<file path="config.mk">
export PLATFORM = sky130hd
export DESIGN_NAME = uart_rx_bit_sampler
export DESIGN_NICKNAME = d
export VERILOG_FILES = /design/src/rtl/uart_rx_bit_sampler.sv
export SDC_FILE = /design/constraint.sdc
export NUM_CORES = 1
export LEC_CHECK = 0
export CAP_MARGIN = 20
export CORE_AREA = 2 2 43 45
export DETAILED_ROUTE_END_ITERATION = 16
export DIE_AREA = 0 0 45 47
export GPL_ROUTABILITY_DRIVEN = 0
export PLACE_DENSITY = 0.75
export SLEW_MARGIN = 5
export SYNTH_ARGS = -nofsm -noshare
export SYNTH_HDL_FRONTEND = slang
export SYNTH_SLANG_ARGS = --single-unit
export TNS_END_PERCENT = 5
</file>
<file path="constraint.sdc">
create_clock -name Clk -period 2.04 [get_ports Clk]
set_input_delay 0.408 -clock Clk [delete_from_list [all_inputs] [get_ports Clk]]
set_output_delay 0.408 -clock Clk [all_outputs]
set_load 0.02 [all_outputs]
</file>
<file path="src/rtl/uart_rx_bit_sampler.sv">
// uart_rx_bit_sampler
//
// Serial front end of the UART receive path. The asynchronous rx_in line is
// brought into the Clk domain through a two-flop synchroniser. A falling edge
// on the synchronised line starts a frame. The start bit is re-checked at
// mid-bit so that short glitches are rejected. Each data bit is then sampled
// at mid-bit and handed to the downstream SIPO register, LSB first, as a
// data_bit value plus a one-cycle shift strobe. The stop bit is checked at
// mid-bit and a framing error is reported alongside frame_done.
//
// Optional feature macro: UART_RX_PARITY_EN
//   When defined, an even-parity bit follows the data bits. It is checked
//   without producing a shift strobe, and the result is reported on
//   parity_error.
//
// Parameters:
//   CLKS_PER_BIT  Clk cycles per UART bit period (>= 4, even)
//   DATA_BITS     data bits per frame (1..8)
//
// Ports:
//   Clk            system clock, rising edge
//   reset          synchronous active-high reset
//   rx_in          asynchronous serial line, idles high
//   data_bit       sampled data bit, valid while shift is high, held otherwise
//   shift          one-cycle strobe per data bit
//   sipo_enable    high from DATA entry through the stop-bit sample
//   frame_done     one-cycle pulse at the stop-bit sample point
//   framing_error  stop-bit result, updated with each frame_done
//   busy           high whenever the sampler is not idle
//   parity_error   even-parity result (UART_RX_PARITY_EN only)

module uart_rx_bit_sampler #(
  parameter int CLKS_PER_BIT = 16,
  parameter int DATA_BITS    = 8
) (
  input  logic Clk,
  input  logic reset,
  input  logic rx_in,
  output logic data_bit,
  output logic shift,
  output logic sipo_enable,
  output logic frame_done,
  output logic framing_error,
`ifdef UART_RX_PARITY_EN
  output logic parity_error,
`endif
  output logic busy
);

  localparam int CNT_W = $clog2(CLKS_PER_BIT);
  localparam int IDX_W = $clog2(DATA_BITS + 1);

  localparam logic [CNT_W-1:0] HALF_LAST = CNT_W'(CLKS_PER_BIT / 2 - 1);
  localparam logic [CNT_W-1:0] BIT_LAST  = CNT_W'(CLKS_PER_BIT - 1);
  localparam logic [IDX_W-1:0] IDX_LAST  = IDX_W'(DATA_BITS - 1);

  typedef enum logic [2:0] {
    IDLE,
    START,
    DATA,
`ifdef UART_RX_PARITY_EN
    PARITY,
`endif
    STOP,
    WAIT_IDLE
  } stateT;

  stateT            state_q, state_d;
  logic             rxMeta_q, rxSync_q;
  logic [CNT_W-1:0] baudCnt_q, baudCnt_d;
  logic [IDX_W-1:0] bitIdx_q, bitIdx_d;
  logic             dataBit_q, dataBit_d;
  logic             shift_q, shift_d;
  logic             sipoEnable_q, sipoEnable_d;
  logic             frameDone_q, frameDone_d;
  logic             framingError_q, framingError_d;
`ifdef UART_RX_PARITY_EN
  logic             parityAcc_q, parityAcc_d;
  logic             parityError_q, parityError_d;
`endif

  // Two-flop synchroniser for the asynchronous line. Both stages reset high
  // so that leaving reset never looks like a start bit.
  always_ff @(posedge Clk) begin
    if (reset) begin
      rxMeta_q <= 1'b1;
      rxSync_q <= 1'b1;
    end else begin
      rxMeta_q <= rx_in;
      rxSync_q <= rxMeta_q;
    end
  end

  // State and registered outputs. Every output is driven from a flop, so
  // data_bit and shift always change on the same edge.
  always_ff @(posedge Clk) begin
    if (reset) begin
      state_q        <= IDLE;
      baudCnt_q      <= '0;
      bitIdx_q       <= '0;
      dataBit_q      <= 1'b0;
      shift_q        <= 1'b0;
      sipoEnable_q   <= 1'b0;
      frameDone_q    <= 1'b0;
      framingError_q <= 1'b0;
`ifdef UART_RX_PARITY_EN
      parityAcc_q    <= 1'b0;
      parityError_q  <= 1'b0;
`endif
    end else begin
      state_q        <= state_d;
      baudCnt_q      <= baudCnt_d;
      bitIdx_q       <= bitIdx_d;
      dataBit_q      <= dataBit_d;
      shift_q        <= shift_d;
      sipoEnable_q   <= sipoEnable_d;
      frameDone_q    <= frameDone_d;
      framingError_q <= framingError_d;
`ifdef UART_RX_PARITY_EN
      parityAcc_q    <= parityAcc_d;
      parityError_q  <= parityError_d;
`endif
    end
  end

  // Next-state logic. The bit-period counter free-runs inside a bit and is
  // cleared on every state change, so each sample point lands a whole bit
  // period after the previous one. The start bit is checked at half a period,
  // which aligns all later samples to mid-bit. Strobes default low and
  // held values default to their current contents.
  always_comb begin
    state_d        = state_q;
    baudCnt_d      = baudCnt_q + CNT_W'(1);
    bitIdx_d       = bitIdx_q;
    dataBit_d      = dataBit_q;
    shift_d        = 1'b0;
    sipoEnable_d   = sipoEnable_q;
    frameDone_d    = 1'b0;
    framingError_d = framingError_q;
`ifdef UART_RX_PARITY_EN
    parityAcc_d    = parityAcc_q;
    parityError_d  = parityError_q;
`endif

    case (state_q)
      IDLE: begin
        baudCnt_d = '0;
        if (!rxSync_q) begin
          state_d = START;
        end
      end

      START: begin
        if (baudCnt_q == HALF_LAST) begin
          baudCnt_d = '0;
          if (!rxSync_q) begin
            state_d      = DATA;
            bitIdx_d     = '0;
            sipoEnable_d = 1'b1;
`ifdef UART_RX_PARITY_EN
            parityAcc_d  = 1'b0;
`endif
          end else begin
            state_d = IDLE;
          end
        end
      end

      DATA: begin
        if (baudCnt_q == BIT_LAST) begin
          baudCnt_d = '0;
          dataBit_d = rxSync_q;
          shift_d   = 1'b1;
          bitIdx_d  = bitIdx_q + IDX_W'(1);
`ifdef UART_RX_PARITY_EN
          parityAcc_d = parityAcc_q ^ rxSync_q;
`endif
          if (bitIdx_q == IDX_LAST) begin
`ifdef UART_RX_PARITY_EN
            state_d = PARITY;
`else
            state_d = STOP;
`endif
          end
        end
      end

`ifdef UART_RX_PARITY_EN
      PARITY: begin
        if (baudCnt_q == BIT_LAST) begin
          baudCnt_d     = '0;
          parityError_d = parityAcc_q ^ rxSync_q;
          state_d       = STOP;
        end
      end
`endif

      STOP: begin
        if (baudCnt_q == BIT_LAST) begin
          baudCnt_d    = '0;
          frameDone_d  = 1'b1;
          sipoEnable_d = 1'b0;
          if (rxSync_q) begin
            framingError_d = 1'b0;
            state_d        = IDLE;
          end else begin
            framingError_d = 1'b1;
            state_d        = WAIT_IDLE;
          end
        end
      end

      // A held-low line (break) must go high again before a new frame can
      // start, otherwise it would re-trigger endlessly.
      WAIT_IDLE: begin
        baudCnt_d = '0;
        if (rxSync_q) begin
          state_d = IDLE;
        end
      end

      default: begin
        state_d   = IDLE;
        baudCnt_d = '0;
      end
    endcase
  end

  assign data_bit      = dataBit_q;
  assign shift         = shift_q;
  assign sipo_enable   = sipoEnable_q;
  assign frame_done    = frameDone_q;
  assign framing_error = framingError_q;
  assign busy          = (state_q != IDLE);
`ifdef UART_RX_PARITY_EN
  assign parity_error  = parityError_q;
`endif

endmodule
</file>
==> results by group, run 1 <==
Routing
  • Drt pass-1 iters: 4
  • Routed len/inst: about 14 um
  • Starting DRT DRC Count: 13
  • DRC Markers: 0
  • ANT nets after route: 0
  • Via-to-Cell Ratio: approximately 6
  • WL final: roughly 1600 um
  • Vias: around 670

GRT
  • Pin count of the biggest net entering global routing: 12
  • All-Layer GR Usage: 0.1791
  • Met2 Track Usage GR: 0.2486
  • Vias in the first global route: 596
  • Most Crowded Layer GR: met1
  • GRT Residual Overflow: 0
  • Initial antenna violation count: 0
  • GR Util met1: 0.2565
  • First-pass GRT wire length: 2649 um
  • GR Util met3: 0.03462

Finish
  • Commonest non-fill, non-tap cell in the layout: dfxtp_1
  • Final nets: approximately 100
  • Most frequent cells in the layout: 17 x dfxtp_1, 10 x nor2_1, 8 x clkdlybuf4s50_1, 7 x nand2_1
  • Fraction of layout cells with a size suffix above 1: 0.2083
  • Area Growth Syn to Fin: 15.77%
  • Ant. Diodes: 0

Critical path
  • Buf/Inv on CP: 1
  • CP startpoint kind: flop
  • Crit-path max cell delay: 0.54 ns
  • Worst endpoint required time: around 1.6 ns
  • Crit path DAT: 1.57 ns
  • Crit path capture type: output port
  • Slowest CP cell: clkdlybuf4s50_1
  • R2R Setup Slk: 0.34 ns
  • Setup CP Type: reg2out
  • CP Depth: 2
  • Worst setup endpoint: busy
  • Reg2reg end: bitIdx_q[2]$_SDFFE_PP0P_
  • CP Max Fanout: 7
  • Delay-heaviest family, CP: buffers and inverters
  • Worst R2R Path Depth: 4
  • Worst r2r src: state_q[1]$_SDFFE_PP0P_
  • Crit path from: state_q[1]$_SDFFE_PP0P_
  • Worst-path cell chain: or3_1 > clkdlybuf4s50_1

Die
  • Die Y: between 40 and 50 um
  • Die area: 2115 um2
  • Number of cell rows: 15
  • Starting Density: 0.4902
  • Die X: roughly 45 um
  • IO Count: 9
  • Area of the core: 1652 um2

Yosys
  • Async S/R FF share, synth: 0
  • Synthesized instance count: 86
  • Top FF cell, synth: dfxtp_1
  • Synth Cell Area: a little over 800 um2
  • Mapped Avg Cell Area: roughly 9.4 um2
  • Synth top area share: 0.4451
  • Count of different cell masters after synthesis: 37
  • Yosys warnings: 0
  • Post-synth EDFFs: 0
  • Syn Nets: between 90 and 100
  • Synth area leaders: dfxtp_1 45%, nor2_1 4.6%, nand2_1 3.2%
  • Yosys reg bits: 18
  • Seq/Total Area, Yosys: 0.4451
  • Yosys top cell by area: dfxtp_1

Power
  • Pwr/cell area: just under 600 nW/um2
  • Comb pwr share: 0.046
  • Max IR drop VDD: 0.4058 mV
  • Leak pwr: 0.3558 nW
  • Psw: approximately 0.00012 W
  • Sw Share: 0.2158
  • Pwr Total: 0.0005573 W
  • Internal Power: around 0.00044 W
  • Clk pwr share: 0.312
  • Seq pwr share: 0.642

CTS
  • Clk buf depth: 2
  • Worst skew pair latency: ~0.29 ns
  • Post-CTS setup buffers: 0
  • Clock root buffer master: clkbuf_4
  • CTS Hold Bufs: 0
  • CTS Buf Count: 3
  • CTS tree: yes
  • Clock transition at the registers of the reported paths: 0.10 ns
  • Clock sink count: 18
  • H-tree depth: 1

Timing
  • Tightest Pin Transition: between 0.4 and 0.5 ns
  • RSZ-0062 raised after global routing: false
  • Setup TNS: 0 ns
  • Rel. slew slack: 0.7241
  • Final Setup Violations: 0
  • Max-slew violations: 0
  • Final Hold Fails: 0
  • Final period utilization: 0.9675
  • Fin crit period: approximately 2 ns
  • Fmax: 506.6 MHz
  • Fin Clk Skew: 0.004485 ns

Run status
  • Outcome: complete, no violations

Run
  • # Max-Cap Violations: 0

Placement
  • PortBufs: 8
  • Hpwl dp: 1169 um

Worst hold path
  • Worst hold path type: reg2reg
  • Hold depth: 1
Yosys cell counts, types with 2 or more instances:
cell type and count:
a21oi_1 2, and3_2 2, and3b_1 2, clkbuf_1 3, dfxtp_1 18, ha_1 2, nand2_1 7, nand3_1 4
nand4b_1 2, nor2_1 10, nor3b_1 2, nor4b_1 2, o21ai_0 4, or2_2 3
logic make-up after synthesis:
family	count (synthesis)	synth area share
adder cells (fa/ha/maj)	2	0.03091
flip-flops	18	0.4451
XOR/XNOR	2	0.02164
buffers and inverters	6	0.03863
AND/OR/NAND/NOR	41	0.2968
multiplexers	2	0.02627
AO/OA/AOI/OAI	15	0.1407
metal layers:
layer / share of wire / up-vias
li1: - / 330
met4: 0.029 / 0
met5: 0 / -
met1: 0.48 / 330
met2: 0.46 / 9
met3: 0.023 / 4
timing repair:
| item | 4_1_cts | 5_1_grt |
|---|---|---|
| hold endpoints to repair | 0 | 0 |
| setup endpoints to repair | 0 | 1 |
| gates resized for setup | 0 | 1 |
worst min-delay path by stage:
stage	start	to	slack, ns
after floorplan	rxMeta_q$_SDFF_PP1_	rxSync_q$_SDFF_PP1_	0.39
after global placement	rxMeta_q$_SDFF_PP1_	rxSync_q$_SDFF_PP1_	0.40
after detailed placement	rxMeta_q$_SDFF_PP1_	rxSync_q$_SDFF_PP1_	0.40
after CTS	rxMeta_q$_SDFF_PP1_	rxSync_q$_SDFF_PP1_	0.42
after global routing	rxMeta_q$_SDFF_PP1_	rxSync_q$_SDFF_PP1_	0.44
final	rxMeta_q$_SDFF_PP1_	rxSync_q$_SDFF_PP1_	0.42
metrics by stage:
stage	std cells	hold slack, ns	setup WS [ns]	area, um2	utilization
2_1_floorplan	86	0.3895	0.4407	809.5	-
3_3_place_gp	110	0.3953	0.3695	913.4	0.5530
3_5_place_dp	110	0.3971	0.2776	913.4	0.5530
4_1_cts	113	0.4242	0.01577	935.9	0.5667
5_1_grt	113	0.4354	0.01176	937.1	0.5674
6_report	113	0.4207	0.06622	937.1	0.5674
layout make-up:
type	instances	area, um2
clock buffer	3	22.52
timing repair buffer	12	110.1
multi-input combinational	62	417.9
inverter	1	3.754
sequential	18	361.6
tap	17	21.27
fill	162	714.4
state kept, by name (all words and copies together) (netlist names):
name	count
baudCnt_q	4
bitIdx_q	4
state_q	3
data_bit	1
frame_done	1
framing_error	1
rxMeta_q	1
rxSync_q	1
shift	1
sipo_enable	1
power groups by stage:
stage               Clock, W  Combinational, W  Sequential (W)
floorplan                  0         0.0000148        0.000365
global placement           0         0.0000253        0.000366
CTS                 0.000183         0.0000262        0.000358
detailed placement         0         0.0000263        0.000366
global route        0.000191         0.0000286        0.000358
finish              0.000174         0.0000258        0.000358
No activity file was read; power rests on OpenSTA's default activity.
==> run 2: changes to the inputs <==
Settings changed: CORE_AREA 2 2 43 45 to 2 2 45 47, DIE_AREA 0 0 45 47 to 0 0 47 49, PLACE_DENSITY 0.75 to 0.72.
Clock period 2.04 ns to 1.6 ns, I/O delays scaled along.
==> run 2 against run 1 <==
  * The run now ends with negative setup slack left
  * Setup slack worse by 0.079 ns
  * Flip-flop and latch count unchanged
  * Design area is 9.9% higher
  * Critical path depth up 2
  * Clock skew barely moved
  * First-iteration DRC count shrank 7.7%
  * Clock power rose by 61%
  * Routed wire length is 3.4% higher
  * Largest power group unchanged
  * Cell count up 15%
  * Highest routed layer unchanged
  * Sequential power grew 27%
  * Die area is 8.9% higher
  * Largest cell class unchanged
==> results by group, run 2 (synthesized netlist as in run 1, its figures left out) <==
Routing
  • Starting DRT DRC Count: 12 (-1)
  • Vias: 662 (-1.6%)
  • WL final: 1653 um (+3.4%)
  • Via-to-Cell Ratio: 5.092 (-14%)
  • Drt pass-1 iters: 4 (unchanged)
  • Routed len/inst: 12.72 um (-10%)
  • ANT nets after route: 0 (unchanged)
  • DRC Markers: 0 (unchanged)

Timing
  • Rel. slew slack: 0.7779 (+0.05371)
  • Fmax: ~620 MHz
  • Setup TNS: -0.01281 ns (-0.01281 ns)
  • Setup ws final: -0.01281 ns (-0.07903 ns)
  • Max-slew violations: 0 (unchanged)
  • Fin Clk Skew: 0.004955 ns (+0.0004697 ns)
  • RSZ-0062 raised after global routing: true
  • Tightest Pin Transition: 0.3248 ns (-0.08322 ns)
  • Final Setup Violations: 1 (+1)
  • Fin crit period: between 1.5 and 2 ns
  • Final period utilization: 1.008
  • Final Hold Fails: 0 (unchanged)

Die
  • IO Count: 9 (unchanged)
  • Die area: 2303 um2 (+8.9%)
  • Area of the core: 1842 um2 (+12%)
  • Die X: 47 um (+4.4%)
  • Number of cell rows: 16 (+1)
  • Die Y: 49 um (+4.3%)
  • Starting Density: 0.4395 (-0.05061)

Critical path
  • CP startpoint kind: flop
  • Crit path DAT: 1.80 ns (+0.23 ns)
  • Worst endpoint required time: 1.78 ns (+0.15 ns)
  • CP Max Fanout: 4 (-3)
  • Setup CP Type: reg2reg
  • Crit path capture type: flop

Power
  • Max IR drop VDD: 0.5189 mV (+28%)
  • Leak pwr: 0.4481 nW (+26%)
  • Pwr Total: 0.0007712 W (+38%)
  • Pwr/cell area: 748.9 nW/um2 (+26%)

Finish
  • Ant. Diodes: 0 (unchanged)
  • Commonest non-fill, non-tap cell in the layout: dfxtp_1
  • Most frequent cells in the layout: 16 x dfxtp_1, 10 x buf_4, 9 x nor2_1, 7 x nand2_1
  • Fin util: 0.5591 (-0.008321)
  • Fraction of layout cells with a size suffix above 1: 0.3204 (+0.1121)
  • Area of the multi-input gates: 435.4 um2 (+4.2%)
  • Area Growth Syn to Fin: 27.20%
  • FF+latch area: 362.8 um2 (+0.35%)
  • Final nets: 109 (+5.8%)
  • Fillcell total: 169 (+4.3%)
  • Biggest regs: baudCnt_q x4, bitIdx_q x4, state_q x3

Placement
  • PortBufs: 8 (unchanged)

Run
  • # Max-Cap Violations: 0 (unchanged)

GRT
  • First-pass GRT wire length: 2884 um (+8.9%)
  • GRT Residual Overflow: 0 (unchanged)
  • All-Layer GR Usage: 0.1670 (-0.01209)
  • Initial antenna violation count: 0 (unchanged)
  • Pin count of the biggest net entering global routing: 14 (+2)
  • Vias in the first global route: 671 (+13%)

CTS
  • Worst skew pair latency: 0.29 ns (about the same)
  • Clock root buffer master: clkbuf_4
  • Clock transition at the registers of the reported paths: 0.10 ns (about the same)
  • CTS Buf Count: 3 (unchanged)
  • CTS tree: yes
  • Clock sink count: 18 (unchanged)
  • Clk buf depth: 2 (unchanged)
  • Post-CTS setup buffers: 0 (unchanged)
  • H-tree depth: 1 (unchanged)

Run status
  • Failing checks: negative setup slack
  • Outcome: finished with violations

Worst hold path
  • Worst hold path type: reg2reg
-- run 2: cell count changes in the layout (fill, tap and decap cells not counted), sizes merged --
cell           change
clkdlybuf4s50      -4
buf                +7
dlymetal6s2s       +3
clkbuf             +1
-- run 2: power by group --
part / internal (W) / switching, W / total [W]
Clock: 0.000139 / 0.000142 / 0.000280
Combinational: 0.0000174 / 0.0000183 / 0.0000358
Sequential: 0.000453 / 0.00000251 / 0.000455
Total: 0.000609 / 0.000163 / 0.000771
-- run 2: through the flow --
step | area (um2) | hold slack [ns] | std cells | setup WS [ns]
final | 1030 | 0.4243 | 130 | -0.01281
after global routing | 1030 | 0.4405 | 130 | -0.07468
after CTS | 1013 | 0.4229 | 130 | -0.05006
after detailed placement | 970.9 | 0.3940 | 126 | -0.1704
after global placement | 970.9 | 0.3956 | 126 | 0.01610
after floorplan | 809.5 | 0.3895 | 86 | 0.0007482
-- run 2: layer usage --
metal	up-vias	share of wire	track usage
met5	-	0	0
met4	0	0.0060	0.05556
met3	2	0.030	0.02222
met2	13	0.51	0.2648
met1	304	0.45	0.2279
li1	343	-	-
-- run 2: area by class of cell --
| cell class | count | share of cell area |
|---|---|---|
| Sequential cell | 18 | 0.3524 |
| Inverter | 1 | 0.003645 |
| Timing Repair Buffer | 18 | 0.1531 |
| Clock buffer | 4 | 0.03524 |
| Tap cell | 27 | 0.03281 |
| Multi-Input combinational cell | 62 | 0.4228 |
-- run 2: worst paths after layout --
| kind | from | end | slack, ns | depth (start not counted) |
|---|---|---|---|---|
| worst max-delay path | rxSync_q$_SDFF_PP1_ | bitIdx_q[2]$_SDFFE_PP0P_ | -0.01 | 4 |
| worst min-delay path | rxMeta_q$_SDFF_PP1_ | rxSync_q$_SDFF_PP1_ | 0.42 | 1 |
| worst max register to register | rxSync_q$_SDFF_PP1_ | bitIdx_q[2]$_SDFFE_PP0P_ | -0.01 | 4 |
| worst min register to register | rxMeta_q$_SDFF_PP1_ | rxSync_q$_SDFF_PP1_ | 0.42 | 1 |
-- run 2: worst max-delay path, cell delays in order, from the launching register on --
cell	delay [ns]
dfxtp_1	0.32
or4b_4	0.54
a211oi_2	0.23
nor2_2	0.09
a221o_1	0.32
-- run 2: timing repair --
item,CTS,global route
endpoints found under the setup margin,2,10
pin swaps,4,1
gates resized for setup,6,7
hold buffers,0,0
==> run 3: changes to the inputs <==
Settings changed: SLEW_MARGIN 5 to 15.
==> results of run 3 <==
Final layout, timing and power as in run 2 (identical DEF).
